--- config.mk ---
export PLATFORM = sky130hd
export DESIGN_NAME = branch_predictor
export DESIGN_NICKNAME = d
export VERILOG_FILES = /design/src/rtl/branch_predictor.sv
export SDC_FILE = /design/constraint.sdc
export NUM_CORES = 2
export LEC_CHECK = 0
export ABC_AREA = 1
export CORE_UTILIZATION = 50
export DETAILED_ROUTE_END_ITERATION = 7
export PLACE_DENSITY = 0.68
export SYNTH_ARGS = -nofsm -noshare
export SYNTH_HDL_FRONTEND = slang
export SYNTH_SLANG_ARGS = --single-unit
--- constraint.sdc ---
create_clock -name clk -period 5.31 [get_ports clk]
set_input_delay 1.062 -clock clk [delete_from_list [all_inputs] [get_ports clk]]
set_output_delay 1.062 -clock clk [all_outputs]
set_load 0.01 [all_outputs]
--- src/rtl/branch_predictor.sv ---
// Direct-mapped BHT/BTB. Each entry holds a 2-bit saturating counter and a target.
// Lookup is combinational at fetch. Update happens at EX when the branch or jump resolves.
module bp_entry #(
    parameter int TAG_W = 26
) (
    input  logic             clk,
    input  logic             rst_n,
    input  logic             upd_sel,
    input  logic [TAG_W-1:0] tag_in,
    input  logic [31:0]      target_in,
    input  logic             taken,
    input  logic             jump,
    output logic             valid,
    output logic [TAG_W-1:0] tag,
    output logic [31:0]      target,
    output logic [1:0]       ctr
);
    logic hit;
    assign hit = valid && (tag == tag_in);

    always_ff @(posedge clk or negedge rst_n) begin
        if (!rst_n) begin
            valid  <= 1'b0;
            tag    <= '0;
            target <= '0;
            ctr    <= 2'b01;
        end else if (upd_sel) begin
            if (hit) begin
                if (jump)
                    ctr <= 2'b11;
                else if (taken)
                    ctr <= (ctr == 2'b11) ? ctr : ctr + 2'b01;
                else
                    ctr <= (ctr == 2'b00) ? ctr : ctr - 2'b01;
                if (taken)
                    target <= target_in;
            end else if (taken) begin
                // Allocate on a miss. Any other branch that aliases to this slot is evicted.
                valid  <= 1'b1;
                tag    <= tag_in;
                target <= target_in;
                ctr    <= jump ? 2'b11 : 2'b10;
            end
        end
    end
endmodule

module branch_predictor #(
    parameter int ENTRIES = 16,
    parameter int IDX_W   = 4
) (
    input  logic        clk,
    input  logic        rst_n,
    input  logic [31:0] pc_F,
    output logic        taken_F,
    output logic [31:0] target_F,
    input  logic        StallE,
    input  logic        branch_E,
    input  logic        jump_E,
    input  logic [31:0] pc_E,
    input  logic [31:0] pc4_E,
    input  logic        takenE,
    input  logic [31:0] pred_target_E,
    input  logic        actual_taken_E,
    input  logic [31:0] actual_target_E,
    output logic        mispredict_E,
    output logic [31:0] redirect_pc_E,
    output logic [31:0] branch_count,
    output logic [31:0] mispredict_count
);
    localparam int TAG_W = 32 - IDX_W - 2;

    logic [ENTRIES-1:0]            valid_q;
    logic [ENTRIES-1:0][TAG_W-1:0] tag_q;
    logic [ENTRIES-1:0][31:0]      target_q;
    logic [ENTRIES-1:0][1:0]       ctr_q;

    logic [IDX_W-1:0] idx_F, idx_E;
    logic [TAG_W-1:0] tag_F, tag_E;
    logic             hit_F, upd;
    logic             unused_pc_bits;

    assign idx_F = pc_F[IDX_W+1:2];
    assign tag_F = pc_F[31:IDX_W+2];
    assign idx_E = pc_E[IDX_W+1:2];
    assign tag_E = pc_E[31:IDX_W+2];
    assign unused_pc_bits = ^{pc_F[1:0], pc_E[1:0]};

    assign upd = (branch_E || jump_E) && !StallE;

    for (genvar i = 0; i < ENTRIES; i++) begin : g_ent
        bp_entry #(.TAG_W(TAG_W)) u_ent (
            .clk       (clk),
            .rst_n     (rst_n),
            .upd_sel   (upd && (idx_E == IDX_W'(i))),
            .tag_in    (tag_E),
            .target_in (actual_target_E),
            .taken     (actual_taken_E),
            .jump      (jump_E),
            .valid     (valid_q[i]),
            .tag       (tag_q[i]),
            .target    (target_q[i]),
            .ctr       (ctr_q[i])
        );
    end

    // Registered state is read here, so an update in the same cycle shows up one cycle later.
    assign hit_F    = valid_q[idx_F] && (tag_q[idx_F] == tag_F);
    assign taken_F  = hit_F && ctr_q[idx_F][1];
    assign target_F = hit_F ? target_q[idx_F] : pc_F + 32'd4;

    assign mispredict_E = (branch_E || jump_E) &&
                          ((actual_taken_E != takenE) ||
                           (actual_taken_E && takenE && (actual_target_E != pred_target_E)));
    assign redirect_pc_E = actual_taken_E ? actual_target_E : pc4_E;

    always_ff @(posedge clk or negedge rst_n) begin
        if (!rst_n) begin
            branch_count     <= '0;
            mispredict_count <= '0;
        end else if (upd) begin
            if (branch_count != 32'hFFFF_FFFF)
                branch_count <= branch_count + 32'd1;
            if (mispredict_E && (mispredict_count != 32'hFFFF_FFFF))
                mispredict_count <= mispredict_count + 32'd1;
        end
    end
endmodule

# After elaboration in Yosys (flattened, before gate mapping)
# Cells that the tools add are included.
[op_classes] addsub=35 n_bitwise=16 eq_ne=84 magnitude_cmp=1 n_mux=92 reduce_logical=125
[op_table] op="$eq 26x26->1" count=17
[op_table] op="$mux 2" count=82
[op_table] op="$bmux 32 s4" count=1
[op_table] op="$bmux 26 s4" count=1
[op_table] op="$mux 32" count=3
[op_table] op="$add 32x1->32 const B" count=2
[op_table] op="$ne 32x32->1 const B" count=2
[op_table] op="$ne 4x4->1 const B" count=16
[op_table] op="$reduce_and 4->1" count=16
[op_table] op="$ne 3x3->1 const B" count=16
[op_table] op="$reduce_and 3->1" count=16
[op_table] op="$logic_and 1x1->1" count=39
[op_table] op="$reduce_and 2->1" count=18
[op_table] op="$add 2x1->2 const B" count=16
[op_table] op="$add 32x3->32 const B" count=1
[op_table] op="$eq 2x2->1 const B" count=16
[op_table] op="$eq 4x4->1 const B" count=8
[op_table] op="$logic_not 2->1" count=16
[op_table] op="$ne 32x32->1" count=1
[op_table] op="$reduce_bool 2->1" count=16
[op_table] op="$sub 2x1->2 const B" count=16
[op_table] op="$mux 26" count=1
[op_table] op="$eq 4x3->1 const B" count=4
[op_table] op="$not 1->1" count=16
[op_table] op="other kinds (10)" count=13
[word_totals] word_cells=419 output_inout_bits=130 regBits=1040 input_bits=167

# Depth between registers and ports, before layout
[logic_depth] ltp_word=6 mapped_depth=23

# Hierarchy
# A second synthesis with hierarchy kept.
[hier_totals] hier_cells=10147 hier_area_um2=66029.6
[by_module_without_submodules] mod="bp_entry" instances=16 cells_per_inst=435 seq_area_each_um2=1527.7 area_per_inst_um2=3129.3
[by_module_without_submodules] mod="branch_predictor" instances=1 cells_per_inst=3187 seq_area_each_um2=1601.5 area_per_inst_um2=15961.6

# Least setup slack after synthesis
# OpenSTA, ideal clock, no wires.
[synth_path] path_type="input-to-output" from="input port pc_F[2]" to="output port target_F[10]" path_stages=17 slack_ps=1433 t_arrival_ps=2815 n_path_buf=4 cell_sequence="buf_6 > buf_6 > buf_2 > o21ai_0 > nand2_1 > nand3_1 > nand3_1 > nand2_1 > nand2_1 > nand2_1 > nand2_1 > nor2_1 > nand2_1 > nor2_1 > nand2_1 > buf_2 > o21ai_0"
[synth_via] elab_chain_len=5 elab_cells_between_ends=10 classes_between="1 x add/sub; 1 x eq/ne; 7 x mux; 1 x reduce/logical"
[synth_rtl] item="from (decl)" line_no="54" text="input logic [31:0] pc_F,"
[synth_rtl] item="$bmux 26 s4" line_no="108" text="assign hit_F = valid_q[idx_F] && (tag_q[idx_F] == tag_F);"
[synth_rtl] item="$mux 26 (implied by the code)" line_no="108"
[synth_rtl] item="$eq 26x26->1" line_no="108"
[synth_rtl] item="$logic_and 1x1->1" line_no="108"
[synth_rtl] item="$mux 32 (*)" line_no="110" text="assign target_F = hit_F ? target_q[idx_F] : pc_F + 32'd4;"
[synth_rtl] item="to (decl)" line_no="56" text="output logic [31:0] target_F,"
# Every way passes the cells marked *; elsewhere a longest branch is shown, timed or not. The select of a mux whose other input is x is not followed.

# Worst setup path in the final report
[layout_path] from="input port pc_F[5]" to="output port target_F[11]"
# The elaborated chain is that of the path after synthesis.

==> reports/metrics.csv <==
stage,metric,value,unit
outcome,outcome,"complete, but fails checks",
outcome,violations,setup timing,
logic_synthesis,syn_nets,8654,
setup_path,critPathArrivalTime,4.32,ns
setup_path,rrSetupSlack,2.36,ns
logic_synthesis,synth-main-ff-cell,dfrtp_1,
global_routing,grt_overflow,0,
logic_synthesis,synth-seq-area-share,0.437,
pwr,vdd_ir_drop_max,0.275,mV
route,ant_nets,0,
clocking,cts.path.max_buffers,3,
setup_path,r2r_end,g_ent[13].u_ent.tag[12],
sta,clock_skew,0.0358,ns
route,first_pass_iters,7,
clocking,cts_tree,done,
setup_path,required,4.25,ns
sta,worst_pin_slew,1.13,ns
route,wl_per_cell,24.6,um
sta,report.final.slew_viol_count,0,
setup_path,start_kind,input pin,
sta,period_minus_slack,5.38,ns
die,core,118000,um2
die,row_count,126,
logic_synthesis,synthCells,8483,
setup_path,rr_worst_depth,7,
clocking,cts.sinks,1040,
finish,instances_no_fill,10400,
sta,tns,-0.0741,ns
place,place_congestion,1.03,
die,die_y,347,um
global_routing,track_usage,0.415,
logic_synthesis,synthArstFlopShare,1.00,
global_routing,grt_max_degree,122,
die,initial_utilization,0.505,
global_routing,grt_pass1_wl,370,mm
finish,multi_input_comb_area,28000,um2
sta,hold_viol,0,
sta,worst_hold_slack,0.397,ns
die,ios,297,
clocking,root_buffer,clkbuf_16,
min_path,min_path_type,in -> async,
sta,clock.fmax,186,MHz
route,drt-vias-per-instance,5.84,
finish,final-seq-area,26000,um2
place,numPlacedInstances,10100,
logic_synthesis,synth_commonest_cells,"nand2_1 (3030), o21ai_0 (1075), dfrtp_1 (1024)",
clocking,clkSlewWorstSetupHoldPaths,0.06,ns
global_routing,antenna_found_initial,4,
pwr,power_leakage,34.4,nW
finish,area_growth,17.9,%
logic_synthesis,yosys-top-cells-area,"dfrtp_1 (43%), nand2_1 (19%), o21ai_0 (9.0%)",
sta,slew_headroom,0.245,
sta,period_share,1.01,
clocking,clk_latency,0.77,ns
die,die_area,121000,um2
pwr,p_per_area,351,nW/um2
logic_synthesis,synth_area,59600,um2
setup_path,worstPathMaxFanout,19,
route,drt-initial-drc-count,7737,
finish,drive_gt1_frac,0.0843,
sta,final.setup.worst_slack,-0.0741,ns
place,hpwl,176,mm
clocking,cts.hold.buffers_added,0,
logic_synthesis,netlist.top_cell.by_area,dfrtp_1,
logic_synthesis,synth-edff-count,0,
logic_synthesis,ys_seq_elements,1040,
place,place.port_buffers,294,
route,totalWireLength,255,mm
clocking,cts-buffers-inserted,115,
setup_path,r2r-start,g_ent[13].u_ent.tag[6],
setup_path,critPathCaptureType,output pin,
logic_synthesis,yosysWarnings,0,
route,drc,0,
run,cap_violations,0,
sta,rsz0062_at_grt,yes,
global_routing,grt_pass1_vias,55900,
clocking,htree_levels,3,
finish,layout.filler_cells,11000,
route,vias,60600,
finish,fin_nets,8908,
die,die_w,347,um
logic_synthesis,yosysUniqueCellTypes,52,
setup_path,path_class,in -> out,
logic_synthesis,synth_top_area_share,0.430,
logic_synthesis,synth_most_common_cell,nand2_1,
sta,setup_violations,1,
pwr,finalPower,0.0247,W
logic_synthesis,syn_area_per_cell,7.03,um2
[metal layers]
metal | track usage | part of all wire | vias up
met2 | 0.605 | 0.42 | 3663
met3 | 0.0945 | 0.12 | 601
met4 | 0.197 | 0.052 | 2
met5 | 0 | 0.000051 | -
met1 | 0.583 | 0.41 | 28700
li1 | - | - | 27600
[metrics by stage]
stage | utilization | cell area, um2 | setup slack (ns)
final | 0.596 | 70300 | -0.0741
after CTS | 0.593 | 70100 | 0.000232
after global placement | 0.557 | 65800 | -0.225
after detailed placement | 0.557 | 65800 | -0.209
after global routing | 0.596 | 70300 | -0.127
after floorplan | - | 59600 | 1.43
[power by group]
group,leakage (nW),internal [W],switching (W),total (W)
registers,13.0,0.00937,0.000939,0.0103
clock network,2.02,0.00518,0.00363,0.00880
logic,19.4,0.00198,0.00356,0.00554
[how the worst max path moves through the flow]
stage,startpoint,endpoint,depth (start not counted)
2_1_floorplan,pc_F[2],target_F[10],17
3_3_place_gp,pc_F[5],target_F[10],18
3_5_place_dp,pc_F[5],target_F[10],18
4_1_cts,pc_F[2],target_F[29],17
5_1_grt,pc_F[5],target_F[11],19
6_report,pc_F[5],target_F[11],13
[cell families (layout without fill, tap and decap cells)]
logic type / count (synthesis) / in the layout / synth area share
xor+xnor: 264 / 264 / 0.0388
other cells: 0 / 2 / 0
simple gates: 4140 / 4140 / 0.283
buf+inv: 1425 / 1779 / 0.0970
compound gates: 1610 / 1610 / 0.143
fa+ha+maj: 4 / 4 / 0.000839
flops: 1040 / 1040 / 0.437
[flip-flops by register name (all words and copies together) (netlist names)]
signal,count
g_ent.u_ent.target,512
g_ent.u_ent.tag,416
branch_count,32
mispredict_count,32
g_ent.u_ent.ctr,32
g_ent.u_ent.valid,16
[cell usage in the layout, fill, tap and decap left out, types with 10 or more instances in the layout]
master	n
or2_2	11
o21ai_0	1073
nor2_4	10
clkbuf_16	118
a21boi_0	32
nand2_1	3010
clkdlybuf4s50_1	259
dlymetal6s2s_1	23
clkbuf_1	20
clkinv_1	10
a21oi_1	327
bufinv_16	17
clkbuf_8	25
o211ai_1	20
xor2_1	125
o2111ai_1	23
a311o_1	13
nand3b_1	12
buf_12	59
nor2_1	339
xnor2_1	139
nand3_1	441
inv_2	28
nand4_1	120
clkinv_2	27
inv_1	807
nor3b_1	10
dfrtp_1	1024
nor3_1	70
o22ai_1	39
nor4_1	66
a311oi_1	16
buf_4	351
nand2_2	21
dfstp_2	16
o21ai_1	29
[critical path, cell delays in order]
cell,delay [ns]
clkdlybuf4s50_1,0.40
buf_4,0.18
inv_2,0.10
nor2_4,0.05
buf_12,0.14
clkbuf_16,0.16
buf_4,0.14
buf_4,0.24
a21boi_0,0.19
a311oi_1,0.74
o21ai_0,0.21
buf_4,0.19
clkdlybuf4s50_1,0.48
[final cells by class]
cell class,count,share of cell area
repair buffers,713,0.0995
diodes,2,0.0000712
inverters,849,0.0456
well taps,1536,0.0273
clock buffers,160,0.0469
multi-input cells,6018,0.398
flip-flops and latches,1040,0.370
clock inverters,57,0.0119
[repair_timing]
action                                  in CTS  in global routing
pin swaps                                    2                  4
gates resized for setup                     35                 44
setup buffers                                3                  5
gates cloned                                 0                  3
endpoints found under the setup margin      32                 26
Power figures use the tool's default switching activity.
